**src/rtl/pattern_seq_detector_pkg.sv**
```systemverilog
// Shared definitions for the serial pattern detector: size defaults,
// length-field width helper and the per-cycle command decode type.
package pattern_seq_detector_pkg;

  localparam int MAX_LEN_DEF = 8;
  localparam int CNT_W_DEF   = 8;

  // Width needed to hold a pattern length in the range 0..max_len.
  function automatic int len_width(input int max_len);
    return $clog2(max_len + 1);
  endfunction

  typedef enum logic [1:0] {
    CMD_IDLE  = 2'd0,
    CMD_LOAD  = 2'd1,
    CMD_SHIFT = 2'd2
  } cmd_e;

endpackage

```
**src/rtl/pattern_seq_detector_sat_counter.sv**
```systemverilog
// Saturating up-counter with a clear that takes priority over increment.
module sat_counter
  import pattern_seq_detector_pkg::*;
#(
  parameter int W = CNT_W_DEF
) (
  input  logic         clk,
  input  logic         rst_n,
  input  logic         inc,
  input  logic         clr,
  output logic [W-1:0] count,
  output logic         sat
);

  always_ff @(posedge clk) begin
    if (!rst_n) begin
      count <= '0;
    end else if (clr) begin
      count <= '0;
    end else if (inc && !sat) begin
      count <= count + W'(1);
    end
  end

  always_comb begin
    sat = &count;
  end

endmodule

```
**src/rtl/pattern_seq_detector.sv**
```systemverilog
// Serial bit-pattern detector with runtime-loadable pattern, length and
// overlap mode, a registered match pulse and a saturating match counter.
module pattern_seq_detector
  import pattern_seq_detector_pkg::*;
#(
  parameter int                 MAX_LEN     = MAX_LEN_DEF,
  parameter int                 CNT_W       = CNT_W_DEF,
  parameter logic [MAX_LEN-1:0] DEF_PATTERN = MAX_LEN'(8'b0001_0010),
  parameter int                 DEF_LEN     = 5,
  parameter bit                 DEF_OVERLAP = 1'b1,
  localparam int                LEN_W       = len_width(MAX_LEN)
) (
  input  logic               clk,
  input  logic               rst_n,
  input  logic               sig_valid,
  input  logic               sig,
  input  logic               cfg_load,
  input  logic [MAX_LEN-1:0] cfg_pattern,
  input  logic [LEN_W-1:0]   cfg_len,
  input  logic               cfg_overlap,
  input  logic               cnt_clear,
  output logic               match,
  output logic [CNT_W-1:0]   match_count,
  output logic               cnt_sat
);

  localparam logic [LEN_W-1:0] LEN_MAX = LEN_W'(MAX_LEN);

  function automatic logic [LEN_W-1:0] clamp_len(input logic [LEN_W-1:0] l);
    return (l > LEN_MAX) ? LEN_MAX : l;
  endfunction

  // Ones in the low l positions: selects the newest l history bits.
  function automatic logic [MAX_LEN-1:0] len_mask(input logic [LEN_W-1:0] l);
    logic [MAX_LEN-1:0] m;
    m = '0;
    for (int i = 0; i < MAX_LEN; i++) begin
      m[i] = (i < int'(l));
    end
    return m;
  endfunction

  logic [MAX_LEN-1:0] pat_r;
  logic [LEN_W-1:0]   len_r;
  logic               ovl_r;
  logic [MAX_LEN-1:0] hist_p0;
  logic [LEN_W-1:0]   fill_p0;
  logic               match_p1;

  cmd_e               cmd;
  logic [MAX_LEN-1:0] hist_shift;
  logic [MAX_LEN-1:0] mask;
  logic [LEN_W-1:0]   fill_inc;
  logic [LEN_W-1:0]   fill_nxt;
  logic               hit;

  // A load always wins over a same-cycle serial bit, which is dropped.
  always_comb begin
    cmd = CMD_IDLE;
    if (cfg_load) begin
      cmd = CMD_LOAD;
    end else if (sig_valid) begin
      cmd = CMD_SHIFT;
    end
  end

  // Stage p0: history/fill as they would be after accepting this bit.
  always_comb begin
    hist_shift = {hist_p0[MAX_LEN-2:0], sig};
    fill_inc   = (fill_p0 >= LEN_MAX) ? LEN_MAX : fill_p0 + LEN_W'(1);
    mask       = len_mask(len_r);
    hit        = (cmd == CMD_SHIFT) && (len_r != '0) && (fill_inc >= len_r) &&
                 ((hist_shift & mask) == (pat_r & mask));
    fill_nxt   = (hit && !ovl_r) ? '0 : fill_inc;
  end

  always_ff @(posedge clk) begin
    if (!rst_n) begin
      pat_r    <= DEF_PATTERN;
      len_r    <= clamp_len(LEN_W'(DEF_LEN));
      ovl_r    <= DEF_OVERLAP;
      hist_p0  <= '0;
      fill_p0  <= '0;
      match_p1 <= 1'b0;
    end else begin
      match_p1 <= hit;
      case (cmd)
        CMD_LOAD: begin
          pat_r   <= cfg_pattern;
          len_r   <= clamp_len(cfg_len);
          ovl_r   <= cfg_overlap;
          hist_p0 <= '0;
          fill_p0 <= '0;
        end
        CMD_SHIFT: begin
          hist_p0 <= hist_shift;
          fill_p0 <= fill_nxt;
        end
        default: begin
        end
      endcase
    end
  end

  // Stage p1: registered match pulse; counter updates on the same edge.
  always_comb begin
    match = match_p1;
  end

  sat_counter #(
    .W(CNT_W)
  ) u_cnt (
    .clk  (clk),
    .rst_n(rst_n),
    .inc  (hit),
    .clr  (cnt_clear),
    .count(match_count),
    .sat  (cnt_sat)
  );

endmodule

```
**config.mk**
```make
export PLATFORM = sky130hd
export DESIGN_NAME = pattern_seq_detector
export DESIGN_NICKNAME = d
export VERILOG_FILES = /design/src/rtl/pattern_seq_detector_pkg.sv /design/src/rtl/pattern_seq_detector_sat_counter.sv /design/src/rtl/pattern_seq_detector.sv
export SDC_FILE = /design/constraint.sdc
export NUM_CORES = 1
export LEC_CHECK = 0
export CORE_UTILIZATION = 45
export DETAILED_ROUTE_END_ITERATION = 10
export PLACE_DENSITY = 0.7
export SYNTH_ARGS = -nofsm -noshare
export SYNTH_HDL_FRONTEND = slang
export SYNTH_SLANG_ARGS = --single-unit
```
**constraint.sdc**
```tcl
create_clock -name clk -period 2.85 [get_ports clk]
set_input_delay 0.57 -clock clk [delete_from_list [all_inputs] [get_ports clk]]
set_output_delay 0.57 -clock clk [all_outputs]
set_load 0.05 [all_outputs]
```
==> impl_metrics.tcl, run 1 <==
set metrics [dict create \
    report.final.slew_viol_count 0 \
    rsz0062_at_grt "no" \
    post-place-cells 251 \
    path_cells "or4b_1, a221oi_2, o2111ai_2, o311ai_1, o21ai_0" \
    slew_headroom 0.566 \
    track_usage 0.208 \
    fin_util 0.600 \
    numPortBuffers 28 \
    synth_mux_area_frac 0.107 \
    cp_data_required_time_ps 3000 \
    ir_drop_v 0.000278 \
    grt_pass1_wl_mm 6.38 \
    tritoncts "done" \
    setup.worst_path.end_class "flip-flop" \
    ioPinCount 29 \
    htree_num_levels 2 \
    viasPerCell 5.46 \
    drive_gt1_frac 0.0798 \
    syn_area_per_cell_sq_um 9.30 \
    fmax_mhz 393 \
    fill_cells 343 \
    diodes 0 \
    worst_slack_ps 305 \
    final_common_cell "dfxtp_1" \
    fin_skew_ps 5.34 \
    drv_cap 0 \
    core-area_sq_um 3470 \
    wl_per_cell_microns 14.1 \
    dpl_worst_slack_ps 75.4 \
    yosys_warnings 0 \
    start_util 0.485 \
    crit_type "flip-flop to flip-flop" \
    worst_setup_path_start_kind "flip-flop" \
    synth_cell_types 39 \
    drtIter0Drc 142 \
    dr.pass1.iters 4 \
    cp_slowest_stage_delay_ps 570 \
    synth-xor-area-share 0.0468 \
    fp-row-count 21 \
    die_w_microns 63.2 \
    clock_latency_ps 280 \
    arrival_ps 2690 \
    drcViolationCount 0 \
    holdCritPathClass "flip-flop to flip-flop" \
    die_area_sq_um 3990 \
    ys_seq_area_frac 0.393 \
    crit_path_top_delay_cell "o311ai_1" \
    period_needed_ps 2550 \
    cts_hold_buffers 0 \
    leakagePower_nw 0.837 \
    synth_top_area_share 0.393 \
    final_antenna_net_count 0 \
    timing.hold.ws_ps 496 \
    setup_viol 0 \
    clkTransAtPathRegs_ps 70 \
    fin_cells 259 \
    netlist_area_sq_um 1680 \
    place_area_sq_um 2000 \
    synth_compound_area_frac 0.150 \
    vias 1413 \
    hold_viol 0 \
    synth_nets 207 \
    cellPowerDensity_nw_per_um2 450 \
    dp_hpwl_mm 2.67 \
    synth-seq-cells 33 \
    tightest_slew_ps 651 \
    routed_wl_mm 3.66 \
    total_power_uw 937 \
    most-common-layout-cells "33 x dfxtp_1, 27 x clkdlybuf4s50_1, 18 x mux2i_1" \
    setup_tns_ps 0 \
    final_area_sq_um 2080 \
    overflow 0 \
    numCtsBuffers 5 \
    netlist_top_cells_area "dfxtp_1 39%, mux2i_1 11%, ha_1 5.2%" \
    crit_fanout 15 \
    grt_pass1_vias 1395 \
    status "completed" \
    synth_top_family_by_area "simple AND/OR/NAND/NOR gates" \
    synth_fa_ha_area_frac 0.0520 \
    clockBufferDepth 2 \
    nNetsFinal 238 \
    syn_inst 181 \
    area_delta_synth_final_pct 23.7 \
    synth-simple-area-share 0.202 \
    clockRootBuffer "clkbuf_8" \
    gp_congestion 0.841 \
    yosysTopAreaCell "dfxtp_1" \
    dieHeight_microns 63.2 \
    antenna_found_initial 0 \
    clock-sinks 33 \
    grt_start_max_net_pins 18 \
    finalCritPeriodShare 0.893 \
]
[worst paths after layout]
kind | start | end | slack (ps) | cells after the start
max | len_r[2] | fill_p0[1] | 300 | 5
min | pat_r[4] | pat_r[4] | 500 | 2
max reg2reg | len_r[2] | fill_p0[1] | 300 | 5
min reg2reg | pat_r[4] | pat_r[4] | 500 | 2
[routing by layer]
metal  up-vias  track usage  routed length, microns  share of wire
met5         -            0                       0              0
met4         0       0.0698                      61          0.017
met3         7       0.0598                     189          0.052
met2        49        0.372                    1840           0.50
met1       649        0.233                    1570           0.43
li1        708            -                       -              -
[state kept, by name, summed over array words and instances (netlist names)]
signal,flops
fill_p0,4
hist_p0,7
len_r,4
match,1
ovl_r,1
pat_r,8
u_cnt.count,8
[critical path: cells and delay by family, from the launching register on]
kind            cells  cell delay [ps]
flops               1              470
simple gates        1              500
compound gates      4             1430
[cell usage after synthesis]
library cell and n:
dfxtp_1 33, mux2i_1 18, nand2_1 12, inv_1 11
nor2_1 10, nor2b_1 8, o31ai_1 8, a21oi_1 7
ha_1 7, o21ai_0 7, or4_1 7, clkbuf_1 5
xor2_1 5, nand2b_1 4, nand4_1 4, xnor2_1 4
and3_1 3, a31oi_1 2, buf_6 2, nand3_1 2
nand3b_1 2, or2_2 2, or3_1 2, a211o_1 1
a211oi_1 1, a221oi_2 1, a22oi_1 1, and2_1 1
nor3_1 1, nor4_1 1, o2111a_1 1, o2111ai_2 1
o211ai_1 1, o21ba_2 1, o21bai_1 1, o221a_2 1
o311ai_0 1, or3b_1 1, or4b_1 1
[timing repair]
item / CTS / global route
setup endpoints to repair: 0 / 3
endpoints found under the hold margin: 0 / 0
buffers inserted: 0 / 0
resized for setup: 0 / 1
[cells by family (layout without fill, tap and decap cells)]
group | Yosys count | in the layout
and+or+nand+nor | 61 | 61
AOI/OAI and AO/OA | 35 | 35
DFF | 33 | 33
muxes | 18 | 18
buffers and inverters | 18 | 50
xor gates and xnor gates | 9 | 9
adders and majority gates | 7 | 7
[final cells by class]
cell class | instances | area, sq um | area share
multi-input combinational | 130 | 940 | 0.451
sequential | 33 | 661 | 0.317
timing repair buffer | 31 | 300 | 0.144
clock buffer | 6 | 72.6 | 0.0349
tap | 46 | 57.6 | 0.0276
inverter | 11 | 41.3 | 0.0198
clock inverter | 2 | 10.0 | 0.00481
[power by group]
part	internal [mW]	leakage (nW)	switching (mW)
combinational	0.0593	0.523	0.0514
clock	0.169	0.0450	0.169
sequential	0.474	0.269	0.0146
(Power assumes the default switching activity.)
==> inputs of run 2 (changes only) <==
MAX_ROUTING_LAYER = met4   (was not set)
==> impl_metrics.tcl, run 2 (synthesis gave the netlist of run 1 again) <==
set metrics [dict create \
    status "completed" \
    area_delta_synth_final_pct 23.7 \
    vias 1415 \
    final_antenna_net_count 0 \
    clock_latency_ps 290 \
    reg2reg_setup_slack_ps 310 \
    wl_per_cell_microns 14.2 \
    clockRootBuffer "clkbuf_8" \
    crit_type "flip-flop to flip-flop" \
    die_area_sq_um 3990 \
    dp_hpwl_mm 2.67 \
    r2r-end "fill_p0[1]" \
    dr.pass1.iters 6 \
    start_util 0.485 \
    die_w_microns 63.2 \
    drtIter0Drc 127 \
    most-common-layout-cells "33 x dfxtp_1, 27 x clkdlybuf4s50_1, 18 x mux2i_1" \
    rsz0062_at_grt "no" \
    holdPathStages 2 \
    ioPinCount 29 \
    leakagePower_nw 0.837 \
    cellPowerDensity_nw_per_um2 451 \
    final_common_cell "dfxtp_1" \
    drive_gt1_frac 0.0798 \
    numPortBuffers 28 \
    tightest_slew_ps 650 \
    overflow 0 \
    ir_drop_v 0.000277 \
    hold_path_end "pat_r[4]" \
    postCtsSetupBuffers 0 \
    cp_data_required_time_ps 3000 \
    clkTransAtPathRegs_ps 70 \
    gp_congestion 0.855 \
    final_area_sq_um 2080 \
    slew_headroom 0.566 \
    hold_viol 0 \
    fmax_mhz 394 \
    antenna_found_initial 0 \
    fill_cells 343 \
    drv_cap 0 \
    report.final.slew_viol_count 0 \
    grt_pass1_wl_mm 6.37 \
    core-area_sq_um 3470 \
    crit_fanout 15 \
    holdCritPathClass "flip-flop to flip-flop" \
    period_needed_ps 2540 \
    hp-start "pat_r[4]" \
    reg_top3 "pat_r: 8 flops, u_cnt.count: 8 flops, hist_p0: 7 flops" \
    drcViolationCount 0 \
    clock-sinks 33 \
    setup.worst_path.end_class "flip-flop" \
    numCtsBuffers 5 \
    worst-r2r-cell-count 5 \
    arrival_ps 2690 \
    worst_setup_path_start_kind "flip-flop" \
    grt_pass1_vias 1394 \
    tritoncts "done" \
    dieHeight_microns 63.2 \
    clockBufferDepth 2 \
    place_area_sq_um 2000 \
    fin_skew_ps 5.23 \
    track_usage 0.214 \
    htree_num_levels 2 \
    finalCritPeriodShare 0.892 \
    viasPerCell 5.46 \
    grt_start_max_net_pins 18 \
    routed_wl_mm 3.67 \
    setup_tns_ps 0 \
    timing.rr.start "len_r[2]" \
    nNetsFinal 238 \
    setup_viol 0 \
    fp-row-count 21 \
    diodes 0 \
]
## run 2: layer usage
| metal | vias up | global-route usage | share of wire |
|---|---|---|---|
| met3 | 7 | 0.0598 | 0.048 |
| met5 | - | - | 0 |
| met1 | 651 | 0.232 | 0.43 |
| met2 | 48 | 0.374 | 0.50 |
| met4 | 0 | 0.0698 | 0.017 |
| li1 | 709 | - | - |
## run 2: through the flow
step	cells	util	hold slack, ps	setup slack (ps)	total power [mW]
final	259	0.600	496	309	0.938
after global routing	259	0.600	537	160	0.989
after CTS	259	0.600	505	182	0.944
after detailed placement	251	0.576	489	75.4	0.608
after global placement	251	0.576	476	260	0.603
after floorplan	181	-	436	537	0.565
## run 2: critical path, stage by stage (launching register included)
cell and delay [ps]:
dfxtp_1 470, or4b_1 500, a221oi_2 330, o2111ai_2 380, o311ai_1 570, o21ai_0 150
## run 2: final cells by class
cell class              count  area (sq um)  share of cell area
multi-input cells         130           940               0.451
clock inverters             2          10.0             0.00481
well taps                  46          57.6              0.0276
clock buffers               6          72.6              0.0349
repair buffers             31           300               0.144
inverters                  11          41.3              0.0198
flip-flops and latches     33           661               0.317
## run 2: how the worst max path moves through the flow
stage | start | endpoint | cells after the start
global placement | sig | fill_p0[3] | 6
CTS | len_r[2] | fill_p0[1] | 5
global route | len_r[2] | fill_p0[1] | 5
floorplan | u_cnt.count[0] | cnt_sat | 4
finish | len_r[2] | fill_p0[1] | 5
detailed placement | sig | fill_p0[1] | 6
## run 2: what timing repair did
item,4_1_cts,5_1_grt
hold endpoints to repair,0,0
hold buffers,0,0
resized for setup,0,1
endpoints found under the setup margin,0,3
## run 2: report_power, final
part / internal, mW / switching [mW]
Sequential: 0.474 / 0.0147
Combinational: 0.0593 / 0.0516
Clock: 0.169 / 0.170
==> inputs of run 3 (changes only) <==
SETUP_SLACK_MARGIN = 0.2   (was not set)
==> impl_metrics.tcl, run 3 (synthesis gave the netlist of run 1 again) <==
set metrics [dict create \
    fin_util 0.602 \
    period_needed_ps 2510 \
    clockRootBuffer "clkbuf_8" \
    cp_top_family "simple AND/OR/NAND/NOR gates" \
    diodes 0 \
    start_util 0.485 \
    path_buf_inv 0 \
    fp-row-count 21 \
    report.final.slew_viol_count 0 \
    clockBufferDepth 2 \
    area_delta_synth_final_pct 24.2 \
    clock-sinks 33 \
    status "completed" \
    wl_per_cell_microns 14.2 \
    overflow 0 \
    viasPerCell 5.50 \
    htree_num_levels 2 \
    grtUsageMet2 0.374 \
    final_antenna_net_count 0 \
    fill_cells 341 \
    met3_usage 0.0598 \
    core-area_sq_um 3470 \
    globalRouteMet1Util 0.232 \
    setup.worst_path.end_class "flip-flop" \
    antenna_found_initial 0 \
    vias 1425 \
    reg_top3 "pat_r: 8 flops, u_cnt.count: 8 flops, hist_p0: 7 flops" \
    fin_skew_ps 4.20 \
    worst_setup_path_start_kind "flip-flop" \
    track_usage 0.214 \
    post-place-cells 251 \
    leakagePower_nw 0.838 \
    arrival_ps 2730 \
    cp_slowest_stage_delay_ps 610 \
    gp_congestion 0.855 \
    final_common_cell "dfxtp_1" \
    total_power_uw 941 \
    grt_pass1_wl_mm 6.37 \
    hold_viol 0 \
    dieHeight_microns 63.2 \
    cp_data_required_time_ps 3070 \
    drive_gt1_frac 0.0845 \
    top_usage_layer "met2" \
    clkTransAtPathRegs_ps 70 \
    rsz0062_at_grt "yes" \
    die_w_microns 63.2 \
    crit_path_top_delay_cell "or4_1" \
    ioPinCount 29 \
    finalCritPeriodShare 0.881 \
    die_area_sq_um 3990 \
    cellPowerDensity_nw_per_um2 450 \
    numCtsBuffers 5 \
    tritoncts "done" \
    setup_tns_ps 0 \
    ir_drop_v 0.000277 \
    slew_headroom 0.558 \
    timing.hold.ws_ps 496 \
    crit_type "flip-flop to flip-flop" \
    drv_cap 0 \
    holdCritPathClass "flip-flop to flip-flop" \
    dp_hpwl_mm 2.67 \
    grt_start_max_net_pins 18 \
    most-common-layout-cells "33 x dfxtp_1, 27 x clkdlybuf4s50_1, 18 x mux2i_1" \
    dr.pass1.iters 4 \
    nNetsFinal 238 \
    drtIter0Drc 125 \
    tightest_slew_ps 663 \
    routed_wl_mm 3.67 \
    clock_latency_ps 290 \
    fin_cells 259 \
    crit_fanout 15 \
    grt_pass1_vias 1394 \
    drcViolationCount 0 \
    path_cells "or4b_1, a221oi_2, o2111ai_2, or4_1, a21oi_1" \
    cts_hold_buffers 0 \
    fmax_mhz 398 \
    setup_viol 0 \
    numPortBuffers 28 \
]
## run 3: cell counts in the layout (fill, tap and decap cells not counted)
Identical to the previous run, type by type.
## run 3: where the power goes
group / total, mW / internal [mW] / switching [mW] / leakage (nW)
logic: 0.111 / 0.0595 / 0.0519 / 0.524
clock network: 0.340 / 0.169 / 0.171 / 0.0450
registers: 0.489 / 0.474 / 0.0149 / 0.269
total: 0.941 / 0.703 / 0.238 / 0.838
## run 3: final cells by class
class / count / area (sq um) / share of cell area
Multi-Input combinational cell: 130 / 947 / 0.453
Sequential cell: 33 / 661 / 0.316
Timing Repair Buffer: 31 / 300 / 0.144
Clock buffer: 6 / 72.6 / 0.0347
Tap cell: 46 / 57.6 / 0.0275
Inverter: 11 / 41.3 / 0.0198
Clock inverter: 2 / 10.0 / 0.00479
## run 3: per-stage QoR
step,setup WS (ps),cell area (sq um)
after global routing,190,2090
after CTS,356,2080
after floorplan,537,1680
after detailed placement,75.4,2000
final,340,2090
after global placement,260,2000
## run 3: worst reg2reg max path, delay by kind of cell, from the launching register on
kind | cells | cell delay (ps)
AO/OA/AOI/OAI | 3 | 860
flip-flops | 1 | 470
AND/OR/NAND/NOR | 2 | 1110
## run 3: per-layer routing
| layer | routed length [microns] | vias up | part of all wire |
|---|---|---|---|
| met5 | 0 | - | 0 |
| met4 | 70 | 0 | 0.019 |
| met2 | 1850 | 51 | 0.50 |
| met1 | 1580 | 654 | 0.43 |
| met3 | 174 | 8 | 0.047 |
| li1 | - | 712 | - |
## run 3: final timing paths
kind | start | to | slack (ps) | cells past startpoint
worst min register to register | pat_r[4] | pat_r[4] | 500 | 2
worst max register to register | len_r[2] | u_cnt.count[6] | 340 | 5
worst min-delay path | pat_r[4] | pat_r[4] | 500 | 2
worst max-delay path | len_r[2] | u_cnt.count[6] | 340 | 5
## run 3: what timing repair did
item	in CTS	in global routing
resized for setup	1	1
buffers inserted	0	0
setup endpoints to repair	1	3
pin swaps	0	0
==> patch 1 (config.mk and constraints of run 2) <==
Reset style: asynchronous (`rst_n`), changed in 2 clocked blocks.
--- a/src/rtl/pattern_seq_detector_sat_counter.sv
+++ b/src/rtl/pattern_seq_detector_sat_counter.sv
@@ -13,5 +13,5 @@
 );
 
-  always_ff @(posedge clk) begin
+  always_ff @(posedge clk or negedge rst_n) begin
     if (!rst_n) begin
       count <= '0;
--- a/src/rtl/pattern_seq_detector.sv
+++ b/src/rtl/pattern_seq_detector.sv
@@ -75,5 +75,5 @@
   end
 
-  always_ff @(posedge clk) begin
+  always_ff @(posedge clk or negedge rst_n) begin
     if (!rst_n) begin
       pat_r    <= DEF_PATTERN;
Formal check against the unedited RTL: differs if rst_n is asserted again (counterexample within 4 cycles, from zero or initial values and one cycle with rst_n low); with rst_n held inactive, the same outputs for 10 cycles.
==> patch 1 against run 2 <==
Maximum frequency increased by 3.5%; routed wire length decreased by 5.4%; critical path depth increased by 1; clock power decreased by 2%; design area increased by 4.9%; synthesized area increased by 5.1%; sequential cell count unchanged; via count decreased by 3.9%; worst setup slack improved by 0.086 ns; total power increased by 6.7%; highest routed layer unchanged.
==> patch 1: results (changes against run 2) <==
* Worst-path fanout max at 15 (unchanged)
* GRT Resource Usage Total at 19.4% (was 21.4%)
* H-tree levels at 2 (unchanged)
* Worst Path Arrival at 2.65 ns (was 2.69 ns)
* Global placement routability congestion at 0.808 (was 0.855)
* Clock Skew at 0.00629 ns (was 0.00523 ns)
* Synth cell types at 42 (was 39)
* Initial antenna violation count at 0 (unchanged)
* Tightest Pin Transition at 0.495 ns (was 0.650 ns)
* HPWL after DPL at 2.46 mm (was 2.67 mm)
* Clk sinks at 33 (unchanged)
* Net count after synthesis at 192 (was 207)
* Main synth FF type: dfrtp_1 (was dfxtp_1)
* Static Leak at 0.000896 µW (was 0.000837 µW)
* Max VDD drop at 0.000251 V (was 0.000277 V)
* Sequential fraction of the synthesis area at 47.0% (was 39.3%)
* Clk buf depth at 2 (unchanged)
* Ant diodes at 0 (unchanged)
* DRT iter0 DRCs at 80 (was 127)
* Clock tree root driver cell: clkbuf_8 (unchanged)
* Reg clk slew, reported paths at 0.07 ns (about the same)
* Top cells by count, synth: dfrtp_1 (28), nor2_1 (12), nand2_1 (11), mux2_2 (9), xnor2_1 (9) (was dfxtp_1 (33), mux2i_1 (18), nand2_1 (12), inv_1 (11), nor2_1 (10))
* Via density at 5.51 (was 5.46)
* Pin count of the biggest net entering global routing at 34 (was 18)
* TritonCTS Buffers at 5 (unchanged)
* First-pass GRT wire length at 6.00 mm (was 6.37 mm)
* Post-CTS Resized at 0 (unchanged)
* Share of cells above drive strength 1 at 15.1% (was 7.98%)
* Port Buffers at 28 (unchanged)
* Post-Route WL at 3.47 mm (was 3.67 mm)
* Nets at 224 (was 238)
* Top Registers: pat_r x8, u_cnt.count x8, hist_p0 x7 (unchanged)
* Post-synth ARST share at 100% (was 0%)
* Vias in the first global route at 1317 (was 1394)
* Clock latency on the worst-skew pair at between 0.2 and 0.3 ns
* Setup repair bufs after CTS at 0 (unchanged)
* Min-Delay Path Class: reg -> reg (unchanged)
* Area contributors post-synth: dfrtp_1 (40%), dfstp_2 (7.4%), mux2_2 (5.7%) (was dfxtp_1 (39%), mux2i_1 (11%), ha_1 (5.2%))
* Placed cell area at 0.00210 mm² (was 0.00200 mm²)
* DR pass1 iterations at 4 (was 6)
* Fillers at 327 (was 343)
* Outcome: completed (unchanged)
* YS warnings at 0 (unchanged)
==> patch 1: path summary, 6_finish.rpt <==
check / endpoint / slack, ns / cells past startpoint / start
min in group asynchronous: fill_p0[0]$_DFFE_PN0P_ / 0.70 / 2 / rst_n
max in group asynchronous: pat_r[4]$_DFFE_PN1N_ / 1.82 / 2 / rst_n
max: u_cnt.count[6]$_DFFE_PN0P_ / 0.40 / 6 / sig_valid
max reg2reg: u_cnt.count[6]$_DFFE_PN0P_ / 0.47 / 5 / len_r[2]$_DFFE_PN1N_
min reg2reg: pat_r[0]$_DFFE_PN0N_ / 0.53 / 1 / pat_r[0]$_DFFE_PN0N_
min: pat_r[0]$_DFFE_PN0N_ / 0.53 / 1 / pat_r[0]$_DFFE_PN0N_
==> patch 1: area by class of cell <==
type / count / area [µm²] / area share, %
Clock buffer: 8 / 80.1 / 3.67
Timing Repair Buffer: 32 / 308 / 14.1
Tap cell: 48 / 60.1 / 2.75
Inverter: 8 / 30.0 / 1.38
Multi-Input combinational cell: 118 / 873 / 40.0
Sequential cell: 33 / 832 / 38.1
==> patch 1: kinds of logic (layout without fill, tap and decap cells) <==
kind of cell,Yosys count,count (layout),synth area share [%]
AOI/OAI and AO/OA,29,29,11.6
xor gates and xnor gates,9,9,4.46
adders and majority gates,7,7,4.95
buffers and inverters,15,48,3.61
DFF,33,33,47.0
muxes,18,18,10.9
and+or+nand+nor,55,55,17.5
==> patch 1: power breakdown <==
group	switching, µW	internal [µW]	leakage [µW]	total, µW
logic	72.6	79.2	0.000432	152
clock network	158	173	0.0000395	332
registers	22.1	496	0.000425	518
total	253	748	0.000896	1000
==> patch 1: metal layers <==
| layer | vias to the layer above | track usage (%) | routed length, µm |
|---|---|---|---|
| met5 | - | - | 0 |
| met4 | 0 | 7.50 | 19 |
| met3 | 2 | 3.87 | 135 |
| met2 | 30 | 30.3 | 1780 |
| met1 | 662 | 24.7 | 1540 |
| li1 | 666 | - | - |
==> patch 1: per-stage QoR <==
stage	setup slack [ns]	cells	hold slack [ns]	total power [µW]
6_report	0.395	247	0.531	1000
5_1_grt	0.227	247	0.550	1060
4_1_cts	0.384	247	0.533	1010
3_5_place_dp	0.107	239	0.518	679
3_3_place_gp	0.174	239	0.512	672
2_1_floorplan	0.433	166	0.274	614
==> patch 1: worst max-delay path, cell delays in order <==
cell,delay (ns)
clkdlybuf4s50_1,0.47
nor2b_1,0.22
nand2_1,0.07
a2111o_1,0.59
or4_1,0.56
a21oi_1,0.17
==> patch 2 (settings of run 2) <==
Made on the original files. The package constant `MAX_LEN_DEF` goes from 8 to 16.
--- a/src/rtl/pattern_seq_detector_pkg.sv
+++ b/src/rtl/pattern_seq_detector_pkg.sv
@@ -3,5 +3,5 @@
 package pattern_seq_detector_pkg;
 
-  localparam int MAX_LEN_DEF = 8;
+  localparam int MAX_LEN_DEF = 16;
   localparam int CNT_W_DEF   = 8;
 
Interface: changed (resized cfg_len and cfg_pattern); port bits go from 29 to 38. No check against the original RTL was run, so the function may have changed too.
==> patch 2 against run 2 <==
Critical path depth grew 5; sequential cell count grew 18; critical path type unchanged; clock power grew 73%; core utilization shrank 2.1 points; sequential share of layout area grew 0.082 points; via count grew 46%; routed wire length grew 41%; first-iteration DRC count shrank 69%; worst setup slack lost 0.14 ns; synthesized area grew 55%; total power grew 63%; design area grew 54%; largest cell class unchanged.
==> patch 2: results (changes against run 2) <==
* Outcome: completed (unchanged)
* Max VDD drop at 0.000302 V (was 0.000277 V)
* DR pass1 iterations at 4 (was 6)
* Layout Cells excl Fill at 399 (was 259)
* First-pass GRT wire length at 9.00 mm (was 6.37 mm)
* Global placement routability congestion at 0.856 (was 0.855)
* Post-CTS Resized at 1 (was 0)
* Pin count of the biggest net entering global routing at 29 (was 18)
* Vias in the first global route at 1939 (was 1394)
* Worst-path fanout max at 8 (was 15)
* HPWL after DPL at 3.86 mm (was 2.67 mm)
* Port Buffers at 37 (was 28)
* Hold Path End: u_cnt.count[6]$_SDFFE_PP0P_ (was pat_r[4]$_SDFFE_PN1N_)
* GRT Resource Usage Total at 19.0% (was 21.4%)
* Internal Power at 1180 µW (was 702 µW)
* Sequential fraction of the synthesis area at 39.1% (was 39.3%)
* Worst Path Arrival at 2.92 ns (was 2.69 ns)
* Post-Route WL at 5.18 mm (was 3.67 mm)
* Static Leak at 0.00129 µW (was 0.000837 µW)
* Switching Fraction at 22.8% (was 25.2%)
* Via density at 5.18 (was 5.46)
* Met1 Wirelength at 2.54 mm (was 1.58 mm)
* Seq pwr at 751 µW (was 489 µW)
* Delay-heaviest family, CP: simple AND/OR/NAND/NOR gates (was compound AO/OA/AOI/OAI gates)
* Routed wl met2 at 2.47 mm (was 1.85 mm)
* Tightest Pin Transition at 0.560 ns (was 0.650 ns)
* Worst r2r src: fill_p0[0]$_SDFFE_PN0P_ (was len_r[2]$_SDFFE_PN1N_)
* Top Registers: pat_r x16, hist_p0 x15, u_cnt.count x8 (was pat_r x8, u_cnt.count x8, hist_p0 x7)
* Multiplexer area fraction after synthesis at 15.3% (was 10.7%)
* R2r endpoint: u_cnt.count[6]$_SDFFE_PP0P_ (was fill_p0[1]$_SDFFE_PN0P_)
* Fillers at 535 (was 343)
* Met3 Wirelength at 138 µm (was 176 µm)
* Delay of the slowest cell on the worst path at 0.50 ns (was 0.57 ns)
* Placed cell area at 0.00307 mm² (was 0.00200 mm²)
* Slowest-stage cell, CP: or4_4 (was o311ai_1)
## patch 2: worst max-delay path by stage
stage                            start                          end  slack, ns  cells after the start
6_report       fill_p0[0]$_SDFFE_PN0P_  u_cnt.count[6]$_SDFFE_PP0P_       0.17                     10
3_5_place_dp   fill_p0[0]$_SDFFE_PN0P_  u_cnt.count[6]$_SDFFE_PP0P_     -0.002                     10
2_1_floorplan  fill_p0[0]$_SDFFE_PN0P_  u_cnt.count[6]$_SDFFE_PP0P_       0.20                     11
3_3_place_gp   fill_p0[0]$_SDFFE_PN0P_  u_cnt.count[6]$_SDFFE_PP0P_       0.05                     10
5_1_grt        fill_p0[0]$_SDFFE_PN0P_  u_cnt.count[6]$_SDFFE_PP0P_       0.03                     10
4_1_cts        fill_p0[0]$_SDFFE_PN0P_  u_cnt.count[6]$_SDFFE_PP0P_       0.06                     10
## patch 2: final cells by class
class | count | area [µm²] | area share [%]
Multi-Input combinational cell | 211 | 1490 | 46.3
Sequential cell | 51 | 1020 | 31.8
Timing Repair Buffer | 46 | 435 | 13.6
Tap cell | 72 | 90.1 | 2.81
Clock buffer | 5 | 68.8 | 2.14
Clock inverter | 3 | 67.6 | 2.11
Inverter | 11 | 41.3 | 1.29
## patch 2: worst register-to-register path: stages, from the launching register on
cell     delay, ns
dfxtp_1       0.38
inv_1         0.08
ha_1          0.28
nor2b_1       0.14
ha_1          0.28
nand2_1       0.04
o21ai_0       0.15
a31oi_1       0.14
or4_4         0.50
or4_1         0.49
a21oi_1       0.14
## patch 2: per-layer routing
metal | track usage, % | up-vias
met1 | 24.9 | 952
met5 | - | -
met3 | 2.79 | 4
li1 | - | 1075
met2 | 30.2 | 36
met4 | 6.11 | 0
